### config.mk
export PLATFORM = sky130hd
export DESIGN_NAME = fpu_issue_ctrl
export DESIGN_NICKNAME = d
export VERILOG_FILES = /design/src/rtl/fpnew_pkg.sv /design/src/rtl/fpu_issue_timer.sv /design/src/rtl/fpu_issue_ctrl.sv
export SDC_FILE = /design/constraint.sdc
export NUM_CORES = 1
export LEC_CHECK = 0
export BUFFER_PORTS_ARGS = -buffer_cell sky130_fd_sc_hd__buf_4
export CAP_MARGIN = 40
export CORE_AREA = 2 2 228 230
export CTS_CLUSTER_DIAMETER = 120
export CTS_CLUSTER_SIZE = 40
export DETAILED_ROUTE_END_ITERATION = 6
export DIE_AREA = 0 0 230 232
export PLACE_DENSITY_LB_ADDON = 0.2
export SETUP_SLACK_MARGIN = 0.02
export SYNTH_ARGS = -nofsm -noshare
export SYNTH_HDL_FRONTEND = slang
export SYNTH_SLANG_ARGS = --single-unit
### constraint.sdc
create_clock -name clk_i -period 8.1 [get_ports clk_i]
set_input_delay 0.405 -clock clk_i [delete_from_list [all_inputs] [get_ports clk_i]]
set_output_delay 0.405 -clock clk_i [all_outputs]
set_load 0.03 [all_outputs]
### src/rtl/fpnew_pkg.sv
// FPU shared types plus the issue-controller state and request bundle.
// Imported by the issue controller and its timeout timer.
package fpnew_pkg;

  localparam int unsigned FLEN = 64;

  typedef enum logic [3:0] {
    FMADD, FNMSUB, ADD, MUL, DIV, SQRT, SGNJ, MINMAX,
    CMP, CLASSIFY, F2F, F2I, I2F, CPKAB, CPKCD
  } operation_e;

  typedef enum logic [2:0] {
    RNE = 3'd0, RTZ = 3'd1, RDN = 3'd2, RUP = 3'd3,
    RMM = 3'd4, ROD = 3'd5, DYN = 3'd7
  } roundmode_e;

  typedef enum logic [2:0] {
    FP32 = 3'd0, FP64 = 3'd1, FP16 = 3'd2,
    FP8 = 3'd3, FP16ALT = 3'd4
  } fp_format_e;

  typedef enum logic [1:0] {
    INT8, INT16, INT32, INT64
  } int_format_e;

  typedef struct packed {
    logic NV;
    logic DZ;
    logic OF;
    logic UF;
    logic NX;
  } status_t;

  typedef enum logic [1:0] {
    ISS_IDLE, ISS_ISSUE, ISS_WAIT, ISS_RESP
  } issue_state_e;

  typedef struct packed {
    logic [2:0][FLEN-1:0] operands;
    operation_e           op;
    logic                 op_mod;
    roundmode_e           rnd_mode;
    fp_format_e           src_fmt;
    fp_format_e           dst_fmt;
    int_format_e          int_fmt;
  } fpu_req_t;

endpackage

### src/rtl/fpu_issue_timer.sv
// Saturating WAIT-phase counter; expire_o is high while the count
// equals TimeoutCycles.
module fpu_issue_timer
  import fpnew_pkg::*;
#(
  parameter int unsigned TimeoutCycles = 128
) (
  input  logic clk_i,
  input  logic rst_i,
  input  logic load_i,
  input  logic en_i,
  output logic expire_o
);

  localparam int unsigned CW = $clog2(TimeoutCycles + 1);
  localparam logic [CW-1:0] Max = CW'(TimeoutCycles);

  logic [CW-1:0] cnt_q, cnt_d;

  always_comb begin
    cnt_d = cnt_q;
    if (load_i) cnt_d = '0;
    else if (en_i && cnt_q != Max) cnt_d = cnt_q + 1'b1;
  end

  always_ff @(posedge clk_i or posedge rst_i) begin
    if (rst_i) cnt_q <= '0;
    else       cnt_q <= cnt_d;
  end

  assign expire_o = (cnt_q == Max);

endmodule

### src/rtl/fpu_issue_ctrl.sv
// Issue-side initiator for the FPU: one op in flight, timeout
// supervision, flush propagation and sticky accrued flags.
module fpu_issue_ctrl
  import fpnew_pkg::*;
#(
  parameter int unsigned Width         = 64,
  parameter type         TagType       = logic,
  parameter int unsigned TimeoutCycles = 128
) (
  input  logic                   clk_i,
  input  logic                   rst_i,
  input  logic                   req_valid_i,
  output logic                   req_ready_o,
  input  logic [2:0][Width-1:0]  req_operands_i,
  input  operation_e             req_op_i,
  input  logic                   req_op_mod_i,
  input  roundmode_e             req_rnd_mode_i,
  input  fp_format_e             req_src_fmt_i,
  input  fp_format_e             req_dst_fmt_i,
  input  int_format_e            req_int_fmt_i,
  input  TagType                 req_tag_i,
  output logic                   fpu_in_valid_o,
  input  logic                   fpu_in_ready_i,
  output logic [2:0][Width-1:0]  fpu_operands_o,
  output operation_e             fpu_op_o,
  output logic                   fpu_op_mod_o,
  output roundmode_e             fpu_rnd_mode_o,
  output fp_format_e             fpu_src_fmt_o,
  output fp_format_e             fpu_dst_fmt_o,
  output int_format_e            fpu_int_fmt_o,
  output TagType                 fpu_tag_o,
  input  logic                   fpu_out_valid_i,
  output logic                   fpu_out_ready_o,
  input  logic [Width-1:0]       fpu_result_i,
  input  status_t                fpu_status_i,
  input  TagType                 fpu_tag_i,
  output logic                   fpu_flush_o,
  input  logic                   flush_i,
  output logic                   wb_valid_o,
  input  logic                   wb_ready_i,
  output logic [Width-1:0]       wb_result_o,
  output status_t                wb_status_o,
  output TagType                 wb_tag_o,
  output logic [4:0]             fflags_o,
  input  logic                   fflags_clr_i,
  output logic                   timeout_o,
  output logic                   tag_err_o,
  output logic                   busy_o
);

  issue_state_e      state_q, state_d;
  fpu_req_t          req_q, req_d;
  TagType            tag_q, tag_d;
  logic [Width-1:0]  wb_result_q, wb_result_d;
  status_t           wb_status_q, wb_status_d;
  TagType            wb_tag_q, wb_tag_d;
  logic [4:0]        fflags_q, fflags_d;
  logic              flush_q, flush_d;
  logic              timeout_q, timeout_d;
  logic              tag_err_q, tag_err_d;
  logic              tmr_load, tmr_expire, tag_match;

  fpu_issue_timer #(
    .TimeoutCycles(TimeoutCycles)
  ) u_timer (
    .clk_i   (clk_i),
    .rst_i   (rst_i),
    .load_i  (tmr_load),
    .en_i    (state_q == ISS_WAIT),
    .expire_o(tmr_expire)
  );

  assign tag_match = (fpu_tag_i == tag_q);

  always_comb begin
    state_d     = state_q;
    req_d       = req_q;
    tag_d       = tag_q;
    wb_result_d = wb_result_q;
    wb_status_d = wb_status_q;
    wb_tag_d    = wb_tag_q;
    fflags_d    = fflags_q;
    flush_d     = 1'b0;
    timeout_d   = 1'b0;
    tag_err_d   = 1'b0;
    tmr_load    = 1'b0;
    if (fflags_clr_i) fflags_d = '0;
    case (state_q)
      ISS_IDLE: begin
        if (req_valid_i && !flush_i) begin
          req_d.operands = req_operands_i;
          req_d.op       = req_op_i;
          req_d.op_mod   = req_op_mod_i;
          req_d.rnd_mode = req_rnd_mode_i;
          req_d.src_fmt  = req_src_fmt_i;
          req_d.dst_fmt  = req_dst_fmt_i;
          req_d.int_fmt  = req_int_fmt_i;
          tag_d          = req_tag_i;
          state_d        = ISS_ISSUE;
        end
      end
      ISS_ISSUE: begin
        if (flush_i) begin
          flush_d = 1'b1;
          state_d = ISS_IDLE;
        end else if (fpu_in_ready_i) begin
          tmr_load = 1'b1;
          state_d  = ISS_WAIT;
        end
      end
      ISS_WAIT: begin
        if (flush_i) begin
          flush_d = 1'b1;
          state_d = ISS_IDLE;
        end else if (fpu_out_valid_i && tag_match) begin
          wb_result_d = fpu_result_i;
          wb_status_d = fpu_status_i;
          wb_tag_d    = fpu_tag_i;
          state_d     = ISS_RESP;
        end else begin
          tag_err_d = fpu_out_valid_i;
          // Abort the stuck op and report it as an invalid operation.
          if (tmr_expire) begin
            timeout_d   = 1'b1;
            flush_d     = 1'b1;
            wb_result_d = '0;
            wb_status_d = status_t'(5'b10000);
            wb_tag_d    = tag_q;
            state_d     = ISS_RESP;
          end
        end
      end
      ISS_RESP: begin
        if (flush_i) begin
          state_d = ISS_IDLE;
        end else if (wb_ready_i) begin
          fflags_d = fflags_d | wb_status_q;
          state_d  = ISS_IDLE;
        end
      end
      default: state_d = ISS_IDLE;
    endcase
  end

  always_ff @(posedge clk_i or posedge rst_i) begin
    if (rst_i) begin
      state_q     <= ISS_IDLE;
      req_q       <= '0;
      tag_q       <= '0;
      wb_result_q <= '0;
      wb_status_q <= '0;
      wb_tag_q    <= '0;
      fflags_q    <= '0;
      flush_q     <= 1'b0;
      timeout_q   <= 1'b0;
      tag_err_q   <= 1'b0;
    end else begin
      state_q     <= state_d;
      req_q       <= req_d;
      tag_q       <= tag_d;
      wb_result_q <= wb_result_d;
      wb_status_q <= wb_status_d;
      wb_tag_q    <= wb_tag_d;
      fflags_q    <= fflags_d;
      flush_q     <= flush_d;
      timeout_q   <= timeout_d;
      tag_err_q   <= tag_err_d;
    end
  end

  assign req_ready_o     = (state_q == ISS_IDLE) && !flush_i && !rst_i;
  assign fpu_in_valid_o  = (state_q == ISS_ISSUE);
  assign fpu_out_ready_o = (state_q == ISS_WAIT);
  assign wb_valid_o      = (state_q == ISS_RESP);
  assign busy_o          = (state_q != ISS_IDLE);
  assign fpu_operands_o  = req_q.operands;
  assign fpu_op_o        = req_q.op;
  assign fpu_op_mod_o    = req_q.op_mod;
  assign fpu_rnd_mode_o  = req_q.rnd_mode;
  assign fpu_src_fmt_o   = req_q.src_fmt;
  assign fpu_dst_fmt_o   = req_q.dst_fmt;
  assign fpu_int_fmt_o   = req_q.int_fmt;
  assign fpu_tag_o       = tag_q;
  assign wb_result_o     = wb_result_q;
  assign wb_status_o     = wb_status_q;
  assign wb_tag_o        = wb_tag_q;
  assign fflags_o        = fflags_q;
  assign fpu_flush_o     = flush_q;
  assign timeout_o       = timeout_q;
  assign tag_err_o       = tag_err_q;

endmodule

==> summary.txt <==
Critical path
  • Critical path data required time: 8520 ps
  • Arr. time, crit path: 3360 ps
  • R2r worst-path depth: 7
  • Crit-path max FO: 51
  • Critical path startpoint category: flop
  • Crit path kind: flop to flop
  • Crit end category: flop

Power and ir drop
  • Internal: 4.068 mW
  • Psw: 3.054 mW
  • Leak: 8.174 nW
  • Seq pwr share: 0.358
  • Tot Pwr: 7.121 mW
  • Switching part of the total: 0.4288
  • Maximum vdd drop: 0.1896 mV
  • Clock share of power: 0.121
  • Part of the power in combinational logic: 0.521
  • Power per Cell Area: 424.7 mW/mm2

STA
  • Clock Skew: 27.40 ps
  • Crit share post-route: 0.3636
  • Fin Setup TNS: 0 ps
  • Worst-margin pin slew: 1114 ps
  • RSZ-0062 raised after global routing: false
  • Final Critical Period: 2945 ps
  • Worst slew margin: 0.2576
  • Final setup fails: 0
  • Peak Freq: 0.3395 GHz
  • Final hold violations: 0
  • Final count of pins violating max slew: 0
  • WHS: 64.89 ps

Synthesis
  • Post-Syn Area: 0.01113 mm2
  • Ys Warns: 0
  • FF+latch count, synth: 297
  • Syn Area/Cell: 15.74 um2
  • Syn_nets: 1001
  • Post-synthesis sequential area ratio: 0.6679
  • Synth Area in Compound Gates: 0.06252
  • Cell variety after synth: 32
  • Post-Synth XOR/XNOR Area: 0.005510
  • Post-Synth Simple-Gate Area: 0.02002
  • Mapped Cells: 707
  • Multiplexer share of the synthesized area: 0.2147
  • Largest family of logic cells by synthesized area: multiplexers
  • Synth Area in Adders: 0.007871

CTS
  • CTS buffer count: 12
  • Max clock buf depth: 3
  • Sink Count: 297
  • CTS tree: built
  • Later-pin clock latency in the skew report: 540 ps
  • Buffer count from post-CTS setup fixing: 0
  • Worst-path clk slew: 140 ps
  • Number of H-tree levels: 1
  • Clk root buf: clkbuf_16

Global route
  • Grt total ovfl: 0
  • Largest net degree at the start of global routing: 164
  • First-pass GRT wire length: 52.80 mm
  • Initial antenna violation count: 0
  • Gr usage total: 0.1263
  • Vias in the first global route: 8422

Floorplan
  • Core Rows: 83
  • Die X: 230 um
  • Die Y: 232 um
  • Initial Utilization: 0.2187
  • Core area: 0.05089 mm2
  • Ports: 579
  • Die ar.: 0.05336 mm2

Cells and area
  • Share of cells above drive strength 1: 0.6460
  • Final Cell Area: 0.01677 mm2
  • Synthesis-to-finish area growth: 50.68%
  • Ant. Diodes: 0
  • Final Util: 0.3295
  • Layout fillers: 5168
  • Nets: 1565

Status
  • Status: finished clean

Route
  • Starting DRT DRC Count: 272
  • Total number of vias: 7999
  • DR top layer: met4
  • Post-route ant nets: 0
  • Total Wirelength: 35.87 mm
  • DR WL/cell: 18.33 um
  • Met1 WL: 14.18 mm
  • Drt pass-1 iters: 4
  • Routed met2 length: 18.06 mm
  • # DRC: 0
  • Routed vias/inst: 4.087
  • Met3 WL: 3.113 mm

Placement
  • Placed cell area: 0.01633 mm2
  • # port buffers: 578
  • Global placement routability congestion: 0.7879
  • Hpwl dp: 26.99 mm

Flow run
  • Max Cap Viol: 0

Hold path
  • Worst Hold Path Cells: 2
  • Hold WC Path Type: input port to flop
kinds of logic (layout without fill, tap and decap cells):
group                    after synthesis  count (layout)
XOR/XNOR                               7               7
adder cells (fa/ha/maj)                7               7
AO/OA/AOI/OAI                         85              85
multiplexers                         212             212
AND/OR/NAND/NOR                       45              45
buffers and inverters                 54             624
flip-flops                           297             297
layout by cell type, fill, tap and decap left out, drive strengths merged, types with 7 or more instances in the layout:
| cell type | netlist | layout |
|---|---|---|
| buf | 21 | 590 |
| dfrtp | 297 | 297 |
| mux2 | 210 | 210 |
| a22o | 68 | 68 |
| inv | 13 | 15 |
| nor2 | 13 | 13 |
| clkbuf | 20 | 13 |
| nand2 | 11 | 11 |
| o21ai | 7 | 7 |
| ha | 7 | 7 |
worst max-delay path: stages, from the launching register on:
cell     delay [ps]
dfrtp_1         410
inv_1           100
ha_1            240
nand3_4         440
buf_4           490
buf_4           380
buf_16          290
mux2_2          370
per-layer routing:
metal  global-route usage  up-vias
met2               0.2174      297
met3              0.04298       28
met5                    0        -
met1               0.1529     4051
met4              0.02641        0
li1                     -     3623
repair_timing:
action                    4_1_cts  5_1_grt
gates resized for setup         0        0
hold buffers                    1        0
hold endpoints to repair       12        0
flip-flops by register name, indices dropped and copies added, names as in the netlist, 2 cells and up:
signal	count
u_timer.cnt_q	8
fpu_operands_o	192
fpu_src_fmt_o	3
wb_status_o	5
fpu_dst_fmt_o	3
fpu_op_o	4
fpu_rnd_mode_o	3
fflags_o	5
state_q	2
fpu_int_fmt_o	2
wb_result_o	64
stage by stage:
stage / cells / setup WS, ps
floorplan: 707 / 3750
global placement: 1932 / 4971
detailed placement: 1936 / 5131
CTS: 1957 / 5116
global route: 1957 / 4962
finish: 1957 / 5155
Yosys cell counts (all sizes together):
cell,n,share of area
or4,1,0.0010
nor4,1,0.00056
clkbuf,20,0.0067
a21o,1,0.00067
and2,1,0.00056
nor2,13,0.0044
mux2i,2,0.0018
inv,13,0.0044
a21boi,1,0.00067
nand2,11,0.0037
xnor2,2,0.0016
nor2b,2,0.0011
nand3,2,0.00090
or3,1,0.00056
a2bb2oi,1,0.00079
nand2b,3,0.0017
mux2,210,0.21
buf,21,0.010
nor3,1,0.00045
and3,6,0.0034
a22o,68,0.054
ha,7,0.0079
o21ai,7,0.0031
nand4,3,0.0017
o41ai,1,0.00079
a21oi,5,0.0022
a211oi,1,0.00067
xor2,5,0.0039
dfrtp,297,0.67
worst paths after layout:
| path | from | endpoint | slack [ps] |
|---|---|---|---|
| worst max register to register | state_q[0]$_DFFE_PP0P_ | fpu_operands_o[68]$_DFFE_PP0P_ | 5150 |
| worst min-delay path | fpu_result_i[10] | wb_result_o[10]$_DFFE_PP0P_ | 60 |
| max in group asynchronous | rst_i | fpu_operands_o[159]$_DFFE_PP0P_ | 6010 |
| worst max-delay path | state_q[0]$_DFFE_PP0P_ | fpu_operands_o[68]$_DFFE_PP0P_ | 5150 |
| worst min register to register | fpu_operands_o[56]$_DFFE_PP0P_ | fpu_operands_o[56]$_DFFE_PP0P_ | 520 |
| min in group asynchronous | rst_i | fpu_operands_o[44]$_DFFE_PP0P_ | 450 |
power by group through the flow:
| stage | clock [mW] | combinational, mW | sequential [mW] |
|---|---|---|---|
| 2_1_floorplan | 0 | 0.826 | 3.92 |
| 3_3_place_gp | 0 | 3.75 | 2.56 |
| 3_5_place_dp | 0 | 3.77 | 2.58 |
| 4_1_cts | 0.915 | 3.77 | 2.56 |
| 5_1_grt | 0.959 | 3.90 | 2.64 |
| 6_report | 0.859 | 3.71 | 2.55 |
cell type report:
class,count,area [um2],share of cell area
flip-flops and latches,297,7432,0.4433
multi-input cells,356,3471,0.2070
clock inverters,7,102.6,0.006119
clock buffers,13,325.3,0.01940
well taps,680,850.8,0.05075
inverters,13,52.55,0.003134
repair buffers,591,4532,0.2703
Power figures use the tool's default switching activity.
